`config.mk`:
```
export PLATFORM = sky130hd
export DESIGN_NAME = sr_cmd_gen
export DESIGN_NICKNAME = d
export VERILOG_FILES = /design/src/rtl/sr_cmd_gen.sv
export SDC_FILE = /design/constraint.sdc
export NUM_CORES = 1
export LEC_CHECK = 0
export ABC_AREA = 1
export CAP_MARGIN = 20
export CORE_MARGIN = 2
export CORE_UTILIZATION = 49
export CTS_BUF_LIST = sky130_fd_sc_hd__clkbuf_4
export DETAILED_ROUTE_END_ITERATION = 10
export PLACE_DENSITY = 0.8
export SYNTH_ARGS = -nofsm -noshare
export SYNTH_HDL_FRONTEND = slang
export SYNTH_SLANG_ARGS = --single-unit
```
`constraint.sdc`:
```
create_clock -name clk -period 1 [get_ports clk]
set_input_delay 0.15 -clock clk [delete_from_list [all_inputs] [get_ports clk]]
set_output_delay 0.15 -clock clk [all_outputs]
set_load 0.02 [all_outputs]
```
`src/rtl/sr_cmd_gen.sv`:
```
// sr_cmd_gen: synchronizes and debounces two raw push-buttons, then emits single-cycle
// S/R pulses that are never high together, plus a shadow of the downstream SR flip-flop Q.
module sr_cmd_gen #(
    parameter int unsigned SYNC_STAGES     = 2,
    parameter int unsigned DEBOUNCE_CYCLES = 4,
    parameter bit          PRIORITY_RESET  = 1'b1
) (
    input  logic clk,
    input  logic rst_n,
    input  logic set_btn,
    input  logic rst_btn,
    output logic S,
    output logic R,
    output logic conflict,
    output logic q_shadow
);
    localparam int unsigned      CNT_W    = $clog2(DEBOUNCE_CYCLES + 1);
    localparam logic [CNT_W-1:0] CNT_LAST = CNT_W'(DEBOUNCE_CYCLES - 1);

    // Channel 0 carries the set button, channel 1 the reset button.
    logic [1:0][SYNC_STAGES-1:0] sync_q, sync_d;
    logic [1:0][CNT_W-1:0]       cnt_q, cnt_d;
    logic [1:0]                  level_q, level_d;
    logic [1:0]                  level_prev_q, level_prev_d;
    logic [1:0]                  btn;
    logic [1:0]                  req;
    logic                        s_q, s_d;
    logic                        r_q, r_d;
    logic                        conflict_q, conflict_d;
    logic                        q_shadow_q, q_shadow_d;

    assign btn = {rst_btn, set_btn};

    always_comb begin
        for (int unsigned ch = 0; ch < 2; ch++) begin
            sync_d[ch]       = {sync_q[ch][SYNC_STAGES-2:0], btn[ch]};
            cnt_d[ch]        = '0;
            level_d[ch]      = level_q[ch];
            level_prev_d[ch] = level_q[ch];
            // The level flips on the DEBOUNCE_CYCLES-th consecutive disagreeing edge.
            if (sync_q[ch][SYNC_STAGES-1] != level_q[ch]) begin
                if (cnt_q[ch] == CNT_LAST) begin
                    level_d[ch] = sync_q[ch][SYNC_STAGES-1];
                end else begin
                    cnt_d[ch] = cnt_q[ch] + 1'b1;
                end
            end
            req[ch] = level_q[ch] & ~level_prev_q[ch];
        end

        s_d        = req[0] & ~req[1];
        r_d        = req[1] & (~req[0] | PRIORITY_RESET);
        conflict_d = req[0] & req[1];

        q_shadow_d = q_shadow_q;
        if (s_q) begin
            q_shadow_d = 1'b1;
        end else if (r_q) begin
            q_shadow_d = 1'b0;
        end
    end

    always_ff @(posedge clk) begin
        if (!rst_n) begin
            sync_q       <= '0;
            cnt_q        <= '0;
            level_q      <= '0;
            level_prev_q <= '0;
            s_q          <= 1'b0;
            r_q          <= 1'b0;
            conflict_q   <= 1'b0;
            q_shadow_q   <= 1'b0;
        end else begin
            sync_q       <= sync_d;
            cnt_q        <= cnt_d;
            level_q      <= level_d;
            level_prev_q <= level_prev_d;
            s_q          <= s_d;
            r_q          <= r_d;
            conflict_q   <= conflict_d;
            q_shadow_q   <= q_shadow_d;
        end
    end

    assign S        = s_q;
    assign R        = r_q;
    assign conflict = conflict_q;
    assign q_shadow = q_shadow_q;
endmodule

```
==> impl_results.md <==
- Outcome: completed
- First-pass GRT wire length: 1.435 mm
- Most common library cell in the layout ignoring fill and taps: inv_1
- Total setup buffers inserted after CTS: 0
- Initial Util: 51.22%
- Critical Path RT: 1.23 ns
- Mapped Nets: 78
- RSZ-0062 raised after global routing: yes
- Max_slew headroom: 86.43%
- Core Area: 1285 um2
- CP arrival: 1.23 ns
- Share of cells above drive strength 1: 35.37%
- Die Y: 40.65 um
- Cell Pwr Density: 1365 nW/um2
- Max Root-Sink Buffers: 2
- Filler Cells Inserted: 115
- Design Power: 1.130 mW
- Multi-input logic area: 284.0 um2
- Area growth from synthesis to layout: 25.86%
- Slew @ Worst Pin: 0.2033 ns
- Drt drc: 0
- Yosys warning count: 0
- Sequential fraction of the synthesis area: 54.75%
- Worst-skew pair later-pin latency: about 0.29 ns
- Vias in the first global route: 372
- Initial antenna violation count: 0
- Layout Skew: roughly 0.0021 ns
- MaxCap Viol Count: 0
- Die Width: 40.65 um
- Max Clk Rate: 1005 MHz
- Cell variety after synth: 15
- GRT Util Overall: 14.16%
- Nets@finish: 92
- Hold_ws: 0.3823 ns
- Endpoints failing setup: 0
- Endpoint class of the critical path: flop
- Avg Inst Size Synth: 9.402 um2
- WL per Instance: 10.01 um
- N_diodes: 0
- H-tree Lvls: 1
- Yosys reg bits: 18
- Synthesized area: 658.1 um2
- Hold WC Path Type: input port to flop
- DP HPWL: 669.1 um
- Pin count of the biggest net entering global routing: 10
- Tmin final: 0.9950 ns
- Total number of vias: 437
- Final wirelength: around 970 um
- DR iter-0 viols: 10
- Max Slew Vio Count: 0
- Root Buffer: clkbuf_4
- Port bufs: 7
- Antenna viol nets, final: 0
- GP Congestion: 0.7093
- Max VDD drop: around 780 uV
- Total negative setup slack: 0 ns
- Leakage: 0.3790 nW
- Final setup margin: around 0.0050 ns
- Register Area: 365.4 um2
- 1st-pass router iterations: 2
- R2r setup slk: 0.005 ns
- TritonCTS Buffers: 3
- Placement Setup Slack: -0.1302 ns
- Final hold violation count: 0
- Critical path class: flop to flop
- Num ports: 8
- Cells after Synth: 70
- GRT overflow: 0
- Post-layout util: 64.46%
- Drt via density: 4.505
- Crit-path max FO: 3
- TritonCTS Sinks: 18
- Startpoint Class: flop
- Die ar.: 1652 um2
- Commonest non-fill, non-tap cells in the layout: inv_1, dfxtp_1, nand2_1, nor2_1
- CTS tree: done
- Row count: 13
- Clock slew at the register clock pins of the worst setup and hold paths: around 0.090 ns
- Final period util: 99.50%
-- per-stage QoR --
stage,cell area [um2],cells
6_report,828.3,97
5_1_grt,828.3,97
4_1_cts,815.8,97
2_1_floorplan,663.1,70
3_5_place_dp,763.2,94
3_3_place_gp,763.2,94
-- cell families after synthesis --
kind of cell,Yosys count,synth area share (%)
simple gates,26,22.24
flops,18,54.75
fa+ha+maj,4,7.605
buf+inv,17,11.60
compound gates,5,3.802
-- final cells by class --
cell class	count	share of cell area, %
timing repair buffer	10	8.761
clock buffer	3	2.719
multi-input combinational	35	34.29
sequential	18	44.11
tap	15	2.266
inverter	16	7.855
-- registers in the layout, indices dropped and copies added (netlist names) --
register      cells
level_prev_d      2
q_shadow          1
cnt_q             6
sync_d            2
S                 1
sync_q            2
conflict          1
level_prev_q      2
R                 1
-- routing by layer --
layer / routed length (um) / vias to the layer above / global-route usage (%)
li1: - / 232 / -
met3: 46 / 2 / 3.261
met5: 0 / - / 0
met1: 438 / 191 / 15.88
met2: 473 / 12 / 22.22
met4: 12 / 0 / 12.50
-- worst max-delay path, stage by stage (launching register included) --
cell	delay (ns)
dfxtp_2	0.34
ha_4	0.16
ha_4	0.17
nor2_4	0.09
nand3_4	0.08
nor2_1	0.10
-- power by group --
| part | internal (mW) | switching (mW) | total (mW) |
|---|---|---|---|
| logic | 0.0290 | 0.0262 | 0.0552 |
| clock network | 0.140 | 0.204 | 0.344 |
| registers | 0.727 | 0.00493 | 0.732 |
| total | 0.896 | 0.235 | 1.13 |
-- final timing paths --
path	start	to	depth (start not counted)
setup / recovery	cnt_q[3]	cnt_q[3]	5
hold reg to reg	sync_d[1]	sync_q[1]	2
hold / removal	rst_btn	sync_d[3]	3
setup reg to reg	cnt_q[3]	cnt_q[3]	5
-- cells in the mapped netlist --
library cell  instances  area share, %
nor2_4                3            5.1
nand3_2               2            3.0
nor3_1                1           0.76
nand2_1               9            5.1
nand2_4               1            1.7
ha_1                  4            7.6
nand2_2               1           0.95
nor2_2                1           0.95
inv_6                 1            1.3
buf_6                 1            1.7
nor2_1                8            4.6
inv_1                15            8.6
o21ai_0               2            1.5
a21oi_1               3            2.3
dfxtp_1              18             55
-- repair_timing --
item	CTS	global route
resized for setup	26	4
pin swaps	8	4
gates cloned	0	0
hold buffers	0	0
endpoints found under the setup margin	12	7
Note: power is estimated with default switching activity, not from simulation.
